===== src/rtl/vga_plot_arbiter_if.sv =====
// Requester side of the shared vga_adapter plot port.
// Each requester owns one slice of the packed x/y/colour buses.
interface vga_plot_arbiter_if #(
  parameter int NUM_REQ = 5
);
  logic [NUM_REQ-1:0]    req_valid;
  logic [NUM_REQ-1:0]    req_last;
  logic [8*NUM_REQ-1:0]  req_x;
  logic [7*NUM_REQ-1:0]  req_y;
  logic [12*NUM_REQ-1:0] req_colour;
  logic [NUM_REQ-1:0]    req_ready;

  modport master (
    output req_valid,
    output req_last,
    output req_x,
    output req_y,
    output req_colour,
    input  req_ready
  );

  modport slave (
    input  req_valid,
    input  req_last,
    input  req_x,
    input  req_y,
    input  req_colour,
    output req_ready
  );
endinterface


===== src/rtl/vga_plot_arbiter.sv =====
// Round-robin burst arbiter in front of the vga_adapter plot port.
// A grant is held for a whole sprite burst; pixels leave with 1-cycle latency.
module vga_plot_arbiter #(
  parameter int NUM_REQ     = 5,
  parameter int MAX_BURST   = 512,
  parameter int STALL_LIMIT = 15,
  parameter int X_MAX       = 160,
  parameter int Y_MAX       = 120
) (
  input  logic               clk,
  input  logic               reset,
  vga_plot_arbiter_if.slave  req,
  output logic [NUM_REQ-1:0] grant,
  output logic [7:0]         x_out,
  output logic [6:0]         y_out,
  output logic [11:0]        colour_out,
  output logic               plot,
  output logic               burst_done,
  output logic               truncated
);

  localparam int IW = (NUM_REQ > 1) ? $clog2(NUM_REQ) : 1;
  localparam int PW = $clog2(MAX_BURST + 1);
  localparam int SW = $clog2(STALL_LIMIT + 1);

  localparam logic [IW-1:0] LAST_IDX  = IW'(NUM_REQ - 1);
  localparam logic [PW-1:0] PIX_TOP   = PW'(MAX_BURST - 1);
  localparam logic [SW-1:0] STALL_TOP = SW'(STALL_LIMIT - 1);
  localparam logic [8:0]    XLIM      = 9'(X_MAX);
  localparam logic [7:0]    YLIM      = 8'(Y_MAX);

  typedef enum logic {
    IDLE,
    BURST
  } state_t;

  state_t        state;
  logic [IW-1:0] ptr;
  logic [IW-1:0] gidx;
  logic [PW-1:0] pix_cnt;
  logic [SW-1:0] stall_cnt;

  logic          sel_found;
  logic [IW-1:0] sel_idx;
  int            j;

  logic          accept;
  logic          on_screen;
  logic [7:0]    cur_x;
  logic [6:0]    cur_y;
  logic [11:0]   cur_colour;
  logic          cur_last;
  logic [IW-1:0] ptr_next;

  // Ready is only the registered grant, so it never depends on valid.
  assign req.req_ready = grant;

  // First valid requester at or above the pointer, wrapping around.
  always_comb begin
    sel_found = 1'b0;
    sel_idx   = '0;
    j         = 0;
    for (int k = 0; k < NUM_REQ; k++) begin
      j = (int'(ptr) + k) % NUM_REQ;
      if (!sel_found && req.req_valid[j]) begin
        sel_found = 1'b1;
        sel_idx   = IW'(j);
      end
    end
  end

  always_comb begin
    cur_x      = req.req_x[int'(gidx)*8 +: 8];
    cur_y      = req.req_y[int'(gidx)*7 +: 7];
    cur_colour = req.req_colour[int'(gidx)*12 +: 12];
    cur_last   = req.req_last[gidx];
    accept     = (state == BURST) && req.req_valid[gidx];
    on_screen  = ({1'b0, cur_x} < XLIM) && ({1'b0, cur_y} < YLIM);
    ptr_next   = (gidx == LAST_IDX) ? '0 : gidx + IW'(1);
  end

  always_ff @(posedge clk or posedge reset) begin
    if (reset) begin
      state      <= IDLE;
      ptr        <= '0;
      gidx       <= '0;
      pix_cnt    <= '0;
      stall_cnt  <= '0;
      grant      <= '0;
      x_out      <= '0;
      y_out      <= '0;
      colour_out <= '0;
      plot       <= 1'b0;
      burst_done <= 1'b0;
      truncated  <= 1'b0;
    end else begin
      plot       <= 1'b0;
      burst_done <= 1'b0;
      truncated  <= 1'b0;
      unique case (state)
        IDLE: begin
          if (sel_found) begin
            state     <= BURST;
            gidx      <= sel_idx;
            grant     <= NUM_REQ'(1) << sel_idx;
            pix_cnt   <= '0;
            stall_cnt <= '0;
          end
        end
        BURST: begin
          if (accept) begin
            stall_cnt <= '0;
            pix_cnt   <= pix_cnt + PW'(1);
            if (on_screen) begin
              x_out      <= cur_x;
              y_out      <= cur_y;
              colour_out <= cur_colour;
              plot       <= 1'b1;
            end
            // A last pixel wins over the burst cap: clean release.
            if (cur_last || pix_cnt == PIX_TOP) begin
              state      <= IDLE;
              grant      <= '0;
              ptr        <= ptr_next;
              burst_done <= 1'b1;
              truncated  <= !cur_last;
            end
          end else begin
            stall_cnt <= stall_cnt + SW'(1);
            if (stall_cnt == STALL_TOP) begin
              state      <= IDLE;
              grant      <= '0;
              ptr        <= ptr_next;
              burst_done <= 1'b1;
              truncated  <= 1'b1;
            end
          end
        end
        default: state <= IDLE;
      endcase
    end
  end

endmodule

===== src/flat_wrapper.sv =====
// flat-port wrapper written by rule: the top's interface ports become plain ports
module vga_plot_arbiter_flat 
#(
  parameter int NUM_REQ     = 5,
  parameter int MAX_BURST   = 512,
  parameter int STALL_LIMIT = 15,
  parameter int X_MAX       = 160,
  parameter int Y_MAX       = 120
)
  (clk, reset, grant, x_out, y_out, colour_out, plot, burst_done, truncated, req_req_valid, req_req_last, req_req_x, req_req_y, req_req_colour, req_req_ready);
  vga_plot_arbiter_if #(.NUM_REQ(NUM_REQ)) req_i ();
  input  logic clk;
  input  logic reset;
  output logic [NUM_REQ-1:0] grant;
  output logic [7:0] x_out;
  output logic [6:0] y_out;
  output logic [11:0] colour_out;
  output logic plot;
  output logic burst_done;
  output logic truncated;
  input wire logic [$bits(req_i.req_valid)-1:0] req_req_valid;
  input wire logic [$bits(req_i.req_last)-1:0] req_req_last;
  input wire logic [$bits(req_i.req_x)-1:0] req_req_x;
  input wire logic [$bits(req_i.req_y)-1:0] req_req_y;
  input wire logic [$bits(req_i.req_colour)-1:0] req_req_colour;
  output wire logic [$bits(req_i.req_ready)-1:0] req_req_ready;
  assign req_i.req_valid = req_req_valid;
  assign req_i.req_last = req_req_last;
  assign req_i.req_x = req_req_x;
  assign req_i.req_y = req_req_y;
  assign req_i.req_colour = req_req_colour;
  assign req_req_ready = req_i.req_ready;
  vga_plot_arbiter #(.NUM_REQ(NUM_REQ), .MAX_BURST(MAX_BURST), .STALL_LIMIT(STALL_LIMIT), .X_MAX(X_MAX), .Y_MAX(Y_MAX)) u_core (.clk(clk), .reset(reset), .req(req_i), .grant(grant), .x_out(x_out), .y_out(y_out), .colour_out(colour_out), .plot(plot), .burst_done(burst_done), .truncated(truncated));
endmodule

===== config.mk =====
export PLATFORM = sky130hd
export DESIGN_NAME = vga_plot_arbiter_flat
export DESIGN_NICKNAME = d
export VERILOG_FILES = /design/src/rtl/vga_plot_arbiter_if.sv /design/src/rtl/vga_plot_arbiter.sv /design/src/flat_wrapper.sv
export SDC_FILE = /design/constraint.sdc
export NUM_CORES = 1
export LEC_CHECK = 0
export CAP_MARGIN = 10
export CORE_UTILIZATION = 50
export DETAILED_ROUTE_END_ITERATION = 8
export PLACE_DENSITY = 0.84
export SYNTH_ARGS = -nofsm -noshare
export SYNTH_HDL_FRONTEND = slang
export SYNTH_SLANG_ARGS = --single-unit

===== constraint.sdc =====
create_clock -name clk -period 8.21 [get_ports clk]
set_input_delay 1.642 -clock clk [delete_from_list [all_inputs] [get_ports clk]]
set_output_delay 1.642 -clock clk [all_outputs]
set_load 0.005 [all_outputs]

==> out/qor.yml <==
outcome:
  status: "completed"
power:
  power.density_nw_per_um2: 436
  p_total_uw: 3090
  leakage_uw: 0.00285
  peakVddDrop_uv: 220
layout:
  nFillCells: 758
  multiInputGateArea_um2: 3420
  diodes: 0
  final_core_util_pct: 71.8
  regArea_um2: 1400
  final_nets: 883
  area_delta_synth_final_pct: 38.1
  drive_above_1_share_pct: 9.93
synth:
  synth.top_cells.by_count: "nor2_1 (58), dfrtp_1 (56), a21oi_1 (43)"
  netlist_top_cells_area: "dfrtp_1 (27%), mux4_2 (11%), ha_1 (5.4%)"
  yosysSeqAreaShare_pct: 27.3
  syn_nets: 726
  ys_seq_elements: 56
  synthCells: 557
  synthXorXnorAreaFrac_pct: 2.73
  synth_top_family_by_area: "compound AO/OA/AOI/OAI gates"
  yosysTopAreaCell: "dfrtp_1"
  synth-adder-area-share_pct: 5.37
  synthArstFlopShare_pct: 100
  synth_mux_area_share_pct: 17.4
  synth_area_um2: 5130
  synth-edff-count: 0
  yosys_most_used_dff: "dfrtp_1"
  synth.distinct_cells: 76
  yosys.area_share.simple_pct: 16.9
  synth_top_area_share_pct: 27.3
  yosysMostFrequentCell: "nor2_1"
  yosys_warnings: 0
  synth_compound_area_share_pct: 24.3
  synth_area_per_cell_um2: 9.21
clocking:
  clk_pin_slew_ps: 110
  root_buffer: "clkbuf_8"
  cts_setup_buffers: 0
  cts_tree: "yes"
  clock-sinks: 56
  hold_buffers: 0
  clock_latency_ps: 310
  postCtsResizedCells: 0
  cts_buffers: 5
  cts.htree.levels: 2
  clockBufferDepth: 2
global_route:
  overflow: 0
  antenna_found_initial: 0
  grt_util_all_layers_pct: 29.7
  grt_pass1_wl_um: 24300
  grt_pass1_vias: 4955
  grt_max_degree: 57
min_path:
  min_path_type: "reg2reg"
timing:
  slew_violations: 0
  hold_violations: 0
  min_period_ps: 5520
  clock-skew-final_ps: 7.94
  setup-violations-final: 0
  grt_setup_unrepaired: "no"
  period_share_pct: 67.3
  fin_setup_tns_ps: 0
  slew_headroom_pct: 42.3
  fmax_mhz: 181
  worst_pin_slew_ps: 866
floorplanning:
  die_area_um2: 10700
  io_pins: 187
  die-width_um: 103
  rows: 36
  initial_core_util_pct: 52.0
  die_h_um: 103
  core_area_um2: 9860
detailed_routing:
  avgRoutedWirePerCell_um: 19.0
  first_iter_violations: 279
  viasPerCell: 6.11
  finalWirelength_um: 16100
  detail-route-antenna-nets: 0
  drc_errors: 0
  first_pass_iters: 5
  vias: 5183
placed_design:
  hpwl_um: 12700
  gp_congestion: 1.00
  io_buffers: 186
critical_path:
  r2r_slack_ps: 2690
  max_stage_delay_ps: 980
  startpoint_type: "flop"
  cp_slowest_cell: "ha_1"
  cp.arrival_ps: 5780
  endpoint_kind: "flop"
  path_class: "reg2reg"
  crit_path_max_fanout: 33
  path_cells: "buf_4 > inv_1 > ha_1 > clkinv_1 > ha_1 > nor3_4 > o21ai_1 > and2_4 > or4_4 > a31oi_4 > a31oi_1 > mux2i_1 > a31oi_1 > a32o_2"
  crit_required_ps: 8470
run:
  maxCapViolations: 0
==> area by class of cell <==
| type | instances | area share, % |
|---|---|---|
| clock buffer | 5 | 0.972 |
| clock inverter | 3 | 0.389 |
| inverter | 23 | 1.22 |
| multi-input combinational | 436 | 48.3 |
| sequential | 56 | 19.8 |
| tap | 133 | 2.35 |
| timing repair buffer | 192 | 26.9 |
==> state kept, by name (all words and copies together) (netlist names) <==
register,cells
u_core.stall_cnt,4
u_core.pix_cnt,10
u_core.burst_done,1
u_core.plot,1
u_core.y_out,7
u_core.colour_out,12
u_core.grant,5
u_core.x_out,8
u_core.gidx,3
u_core.truncated,1
u_core.state,1
u_core.ptr,3
==> per-stage QoR <==
step                      instances  hold slack (ps)  area (µm²)  setup WS (ps)
final                           848              519        7080           2690
after floorplan                 557              465        5130           3900
after detailed placement        840              500        6980           2840
after CTS                       848              523        7080           2810
after global routing            848              544        7080           2370
after global placement          840              480        6980           3100
==> final timing paths <==
check / startpoint / to / depth (start not counted)
worst max-delay path: u_core.ptr[0]$_DFFE_PP0P_ / u_core.grant[0]$_DFFE_PP0P_ / 14
worst min-delay path: u_core.y_out[6]$_DFFE_PP0P_ / u_core.y_out[6]$_DFFE_PP0P_ / 1
worst max register to register: u_core.ptr[0]$_DFFE_PP0P_ / u_core.grant[0]$_DFFE_PP0P_ / 14
worst min register to register: u_core.y_out[6]$_DFFE_PP0P_ / u_core.y_out[6]$_DFFE_PP0P_ / 1
max in group asynchronous: reset / u_core.gidx[0]$_DFFE_PP0P_ / 3
min in group asynchronous: reset / u_core.colour_out[1]$_DFFE_PP0P_ / 3
==> cell usage in the layout, fill, tap and decap left out, types with 10 or more instances in the layout <==
cell             netlist  routed
xnor2_1               10      10
nor2_1                58      58
nand3_1               13      13
mux4_2                24      24
a21oi_1               43      43
nand2_1               28      28
clkdlybuf4s50_1        0     186
nand2b_1              10      10
inv_1                 20      19
o21ai_0               21      21
a22oi_1               22      22
dfrtp_1               56      55
ha_1                  22      22
mux2i_1               26      26
==> worst max-delay path: cells and delay by family, from the launching register on <==
family / cells / cell delay [ps]
adders and majority gates: 2 / 1370
AOI/OAI and AO/OA: 5 / 1280
buffers and inverters: 3 / 1220
and+or+nand+nor: 3 / 1080
DFF: 1 / 330
muxes: 1 / 180
==> logic make-up after synthesis <==
logic type | after synthesis
XOR/XNOR | 16
AND/OR/NAND/NOR | 167
adder cells (fa/ha/maj) | 22
flip-flops | 56
AO/OA/AOI/OAI | 173
multiplexers | 58
buffers and inverters | 65
==> where the power goes <==
group	internal, µW	switching, µW	leakage, µW
registers	387	89.4	0.000686
clock network	62.8	94.3	0.0000463
logic	1070	1380	0.00212
total	1520	1560	0.00285
==> per-layer routing <==
metal	routed length, µm	global-route usage (%)	up-vias
li1	-	-	2407
met1	6140	37.4	2501
met2	8540	52.5	243
met3	1070	5.44	32
met4	321	8.13	0
met5	0	0	-
No activity file was read; power rests on OpenSTA's default activity.
